<file path="src/rtl/mpc_gate_pkg.sv">
// Shared definitions for the MPC gate path: pattern width, default timing
// and the commutation sequencer state encoding.
package mpc_gate_pkg;

  localparam int GATE_W          = 18;
  localparam int DEAD_CYCLES_DEF = 50;
  localparam int HOLD_CYCLES_DEF = 100;

  localparam logic [1:0] ST_STEADY = 2'd0;
  localparam logic [1:0] ST_DEAD   = 2'd1;
  localparam logic [1:0] ST_HOLD   = 2'd2;
  localparam logic [1:0] ST_FAULT  = 2'd3;

endpackage

</file>
<file path="src/rtl/gate_timer.sv">
// Loadable down-counter with a zero flag; one instance times both the
// dead-time and the hold phase of the commutation sequencer.
module gate_timer #(
  parameter int CNT_W = 16
) (
  input  logic             i_clk,
  input  logic             i_rst_n,
  input  logic             i_clr,
  input  logic             i_load,
  input  logic [CNT_W-1:0] i_load_val,
  input  logic             i_dec,
  output logic             o_zero
);

  logic [CNT_W-1:0] r_cnt;

  // Decrement saturates at zero so an idle phase can never wrap around.
  always_ff @(posedge i_clk or negedge i_rst_n) begin
    if (!i_rst_n)
      r_cnt <= '0;
    else if (i_clr)
      r_cnt <= '0;
    else if (i_load)
      r_cnt <= i_load_val;
    else if (i_dec && (r_cnt != '0))
      r_cnt <= r_cnt - 1'b1;
  end

  assign o_zero = (r_cnt == '0);

endmodule

</file>
<file path="src/rtl/gate_commutation_sequencer.sv">
// Sequences gate-pattern changes: outgoing switches off at once, incoming
// switches on after a dead time, then a minimum hold; latched fault shutdown.
//
// state     | meaning
// ----------+-----------------------------------------------------------
// ST_STEADY | gate == applied, watching pat_in for a change
// ST_DEAD   | outgoing bits off, waiting out the dead time before turn-on
// ST_HOLD   | new pattern applied, pat_in ignored until hold expires
// ST_FAULT  | all gates off, waiting for fault_clr with fault low
module gate_commutation_sequencer
  import mpc_gate_pkg::*;
#(
  parameter int WIDTH       = GATE_W,
  parameter int DEAD_CYCLES = DEAD_CYCLES_DEF,
  parameter int HOLD_CYCLES = HOLD_CYCLES_DEF,
  parameter int CNT_W       = 16
) (
  input  logic             i_clk,
  input  logic             i_rst_n,
  input  logic [WIDTH-1:0] i_pat_in,
  input  logic             i_fault,
  input  logic             i_fault_clr,
  output logic [WIDTH-1:0] o_gate,
  output logic             o_busy,
  output logic             o_applied_stb,
  output logic             o_fault_active
);

  localparam int HOLD_LD_I = (HOLD_CYCLES > 0) ? HOLD_CYCLES - 1 : 0;
  localparam logic [CNT_W-1:0] DEAD_LD = CNT_W'(DEAD_CYCLES - 1);
  localparam logic [CNT_W-1:0] HOLD_LD = CNT_W'(HOLD_LD_I);

  logic [1:0]       r_state;
  logic [WIDTH-1:0] r_gate;
  logic [WIDTH-1:0] r_applied;
  logic [WIDTH-1:0] r_target;
  logic             r_stb;

  logic [1:0]       w_state_nxt;
  logic [WIDTH-1:0] w_gate_nxt;
  logic [WIDTH-1:0] w_applied_nxt;
  logic [WIDTH-1:0] w_target_nxt;
  logic             w_stb_nxt;
  logic             w_tmr_clr;
  logic             w_tmr_load;
  logic [CNT_W-1:0] w_tmr_val;
  logic             w_tmr_dec;
  logic             w_tmr_zero;

  gate_timer #(.CNT_W(CNT_W)) u_timer (
    .i_clk      (i_clk),
    .i_rst_n    (i_rst_n),
    .i_clr      (w_tmr_clr),
    .i_load     (w_tmr_load),
    .i_load_val (w_tmr_val),
    .i_dec      (w_tmr_dec),
    .o_zero     (w_tmr_zero)
  );

  always_comb begin
    w_state_nxt   = r_state;
    w_gate_nxt    = r_gate;
    w_applied_nxt = r_applied;
    w_target_nxt  = r_target;
    w_stb_nxt     = 1'b0;
    w_tmr_clr     = 1'b0;
    w_tmr_load    = 1'b0;
    w_tmr_val     = DEAD_LD;
    w_tmr_dec     = 1'b0;
    if (i_fault) begin
      w_state_nxt   = ST_FAULT;
      w_gate_nxt    = '0;
      w_applied_nxt = '0;
      w_tmr_clr     = 1'b1;
    end else begin
      case (r_state)
        ST_STEADY: begin
          if (i_pat_in != r_applied) begin
            w_target_nxt = i_pat_in;
            w_gate_nxt   = r_applied & i_pat_in;
            w_tmr_load   = 1'b1;
            w_state_nxt  = ST_DEAD;
          end
        end
        ST_DEAD: begin
          // A re-request may only remove bits; the dead time starts over.
          if (i_pat_in != r_target) begin
            w_target_nxt = i_pat_in;
            w_gate_nxt   = r_gate & i_pat_in;
            w_tmr_load   = 1'b1;
          end else if (w_tmr_zero) begin
            w_gate_nxt    = r_target;
            w_applied_nxt = r_target;
            w_stb_nxt     = 1'b1;
            if (HOLD_CYCLES > 0) begin
              w_tmr_load  = 1'b1;
              w_tmr_val   = HOLD_LD;
              w_state_nxt = ST_HOLD;
            end else begin
              w_state_nxt = ST_STEADY;
            end
          end else begin
            w_tmr_dec = 1'b1;
          end
        end
        ST_HOLD: begin
          if (w_tmr_zero)
            w_state_nxt = ST_STEADY;
          else
            w_tmr_dec = 1'b1;
        end
        default: begin
          if (i_fault_clr) begin
            w_state_nxt   = ST_STEADY;
            w_applied_nxt = '0;
          end
        end
      endcase
    end
  end

  always_ff @(posedge i_clk or negedge i_rst_n) begin
    if (!i_rst_n) begin
      r_state   <= ST_STEADY;
      r_gate    <= '0;
      r_applied <= '0;
      r_target  <= '0;
      r_stb     <= 1'b0;
    end else begin
      r_state   <= w_state_nxt;
      r_gate    <= w_gate_nxt;
      r_applied <= w_applied_nxt;
      r_target  <= w_target_nxt;
      r_stb     <= w_stb_nxt;
    end
  end

  assign o_gate         = r_gate;
  assign o_busy         = (r_state == ST_DEAD) || (r_state == ST_HOLD);
  assign o_applied_stb  = r_stb;
  assign o_fault_active = (r_state == ST_FAULT);

endmodule

</file>
<file path="config.mk">
export PLATFORM = sky130hd
export DESIGN_NAME = gate_commutation_sequencer
export DESIGN_NICKNAME = d
export VERILOG_FILES = /design/src/rtl/mpc_gate_pkg.sv /design/src/rtl/gate_timer.sv /design/src/rtl/gate_commutation_sequencer.sv
export SDC_FILE = /design/constraint.sdc
export NUM_CORES = 1
export LEC_CHECK = 0
export ABC_CLOCK_PERIOD_IN_PS = 3950
export CELL_PAD_IN_SITES_DETAIL_PLACEMENT = 1
export CELL_PAD_IN_SITES_GLOBAL_PLACEMENT = 1
export CORE_UTILIZATION = 48
export DETAILED_ROUTE_END_ITERATION = 10
export PLACE_DENSITY_LB_ADDON = 0.08
export SLEW_MARGIN = 30
export SYNTH_ARGS = -nofsm -noshare
export SYNTH_HDL_FRONTEND = slang
export SYNTH_SLANG_ARGS = --single-unit
</file>
<file path="constraint.sdc">
create_clock -name i_clk -period 3.95 [get_ports i_clk]
set_input_delay 0.395 -clock i_clk [delete_from_list [all_inputs] [get_ports i_clk]]
set_output_delay 0.395 -clock i_clk [all_outputs]
set_load 0.02 [all_outputs]
</file>
==> flow_summary.json <==
{
  "synth_ff_type": "dfrtp_1",
  "worstPathMaxFanout": 10,
  "synth.net_count": 440,
  "numCtsBuffers": 9,
  "dpl.hpwl_mm": 7.84,
  "ys_warn_count": 0,
  "syn-cell-area_mm2": 0.00408,
  "use_met3_pct": 4.13,
  "hold_class": "input pin to async pin",
  "finalSetupViolCount": 0,
  "vias": 3340,
  "yosys.area.top_type_share_pct": 44.7,
  "cts_sinks": 73,
  "final_common_cell": "dfrtp_1",
  "grt_max_degree": 74,
  "grtUsageMet1_pct": 39.2,
  "finalSetupTns_ns": 0,
  "peakVddDrop_mv": 0.238,
  "clock_latency_ns": 0.36,
  "async_flop_share_pct": 100,
  "gp_congestion": 0.822,
  "grt.busiest_layer": "met2",
  "synth_top_area_cell": "dfrtp_1",
  "io_pins": 43,
  "synth_mux_area_share_pct": 5.33,
  "synth_compound_area_share_pct": 13.9,
  "dieArea_mm2": 0.00888,
  "diodes": 0,
  "rows": 33,
  "antenna_found_initial": 0,
  "slew_headroom_pct": 53.0,
  "h-tree-depth": 3,
  "ys_types": 50,
  "cts_resized": 0,
  "fin_crit_ns": 3.21,
  "layout-drive-gt1-share_pct": 14.3,
  "rsz0062_at_grt": "no",
  "die_y_um": 94.2,
  "start_util_pct": 49.7,
  "final_cell_mix": "73 x dfrtp_1, 41 x nand3_1, 41 x clkdlybuf4s50_1",
  "wl_mm": 11.4,
  "start_kind": "input pin",
  "viasPerCell": 6.12,
  "cts_tree": "yes",
  "drtAntennaViolNets": 0,
  "grt_first_pass_wirelength_mm": 18.4,
  "post-cts-setup-buffer-count": 0,
  "grt_use_total_pct": 27.7,
  "cts_hold_buf": 0,
  "root_buffer": "clkbuf_8",
  "synth_area_leaders": "dfrtp_1 45%, a22o_1 7.7%, ha_1 7.4%",
  "finalClockSkew_ns": 0.00918,
  "max_freq_mhz": 311,
  "setup_ws_ns": 0.739,
  "synth-xor-area-share_pct": 6.65,
  "syn_avg_cell_area_um2": 10.4,
  "maxCapViolations": 0,
  "crit_type": "input pin to flop",
  "worstPathArrival_ns": 3.51,
  "clk_pin_slew_ns": 0.08,
  "overflow": 0,
  "yosysSeqAreaShare_pct": 44.7,
  "crit_path_end_kind": "flop",
  "port_buffers": 42,
  "ys_ff_latch": 73,
  "drt_iter0_markers": 114,
  "power_density_mw_per_mm2": 653,
  "power_leakage_uw": 0.00205,
  "met2_usage_pct": 43.7,
  "outcome": "complete, no violations",
  "hold_viol_final": 0,
  "multiInputGateArea_mm2": 0.00211,
  "grt_pass1_vias": 3405,
  "synth_edf_count": 0,
  "yosys.area_share.simple_pct": 18.2,
  "die_width_um": 94.2,
  "synth_top_family_by_area": "simple AND/OR/NAND/NOR gates",
  "clockBufferDepth": 2,
  "regArea_mm2": 0.00183,
  "pre_cts_slack_ns": 0.407,
  "synth_fa_ha_area_share_pct": 7.36,
  "fin_crit_sh_pct": 81.3,
  "core-area_mm2": 0.00822,
  "firstDrtPassIters": 4,
  "wl_per_cell_um": 20.9,
  "reg2reg_depth": 8,
  "cp.required_ns": 4.25,
  "finalMaxSlewViolations": 0,
  "drc_errors": 0,
  "synthCells": 394,
  "worst-slew-pin-transition_ns": 0.705,
  "area_growth_pct": 18.1,
  "fillers": 918,
  "final_util_pct": 58.7,
  "nets": 482
}
[power breakdown]
group          switching [µW]  internal (µW)
sequential                204            917
combinational             808            584
clock                     305            329
[registers in the layout, summed over array words and instances (netlist names)]
name,count
u_timer.r_cnt,16
o_applied_stb,1
r_target,18
r_state,2
o_gate,18
r_applied,18
[stage by stage]
step | cells | hold WS, ns | power, µW | area [µm²]
2_1_floorplan | 394 | 0.0994 | 2070 | 4080
3_3_place_gp | 530 | 0.492 | 2450 | 4590
3_5_place_dp | 530 | 0.499 | 2490 | 4600
4_1_cts | 546 | 0.203 | 3150 | 4810
5_1_grt | 546 | 0.112 | 3330 | 4820
6_report | 546 | 0.0454 | 3150 | 4820
[synthesized netlist by cell type (all sizes together) (9+ instances only)]
cell,count
a22o,36
a31oi,18
buf,15
dfrtp,73
ha,24
inv,9
mux2,19
nand2,10
nand3,42
nor2,40
nor3,15
nor4,13
xnor2,19
xor2,12
[logic make-up after synthesis]
family | Yosys count
compound gates | 73
simple gates | 143
fa+ha+maj | 24
buf+inv | 31
xor+xnor | 31
flops | 73
mux | 19
[area by class of cell]
| type | count | area share [%] |
|---|---|---|
| Inverter | 9 | 0.701 |
| Tap cell | 105 | 2.72 |
| Clock buffer | 11 | 3.14 |
| Sequential cell | 73 | 37.9 |
| Clock inverter | 5 | 1.30 |
| Timing Repair Buffer | 53 | 10.5 |
| Multi-Input combinational cell | 290 | 43.8 |
[worst paths after layout]
path                               startpoint                end  slack (ns)
worst min register to register  r_applied[14]      r_applied[14]        0.52
worst max-delay path              i_pat_in[3]          o_gate[4]        0.74
max in group asynchronous             i_rst_n        r_target[6]        3.43
min in group i_clk              r_applied[14]      r_applied[14]        0.52
worst max register to register   r_applied[2]          o_gate[4]        0.94
worst min-delay path                  i_rst_n  u_timer.r_cnt[10]        0.05
[routing by layer]
| metal | vias up | share of wire [%] |
|---|---|---|
| met3 | 10 | 5.4 |
| li1 | 1540 | - |
| met5 | - | 0 |
| met1 | 1699 | 47 |
| met4 | 0 | 1.2 |
| met2 | 91 | 47 |
[worst max-delay path: stages]
cell,delay [ns]
clkdlybuf4s50_1,0.58
ha_1,0.27
or4_1,0.54
nor4_1,0.47
and2_1,0.27
nor3_1,0.09
nor2_2,0.42
buf_4,0.29
a22o_1,0.17
No activity file was read; power rests on OpenSTA's default activity.
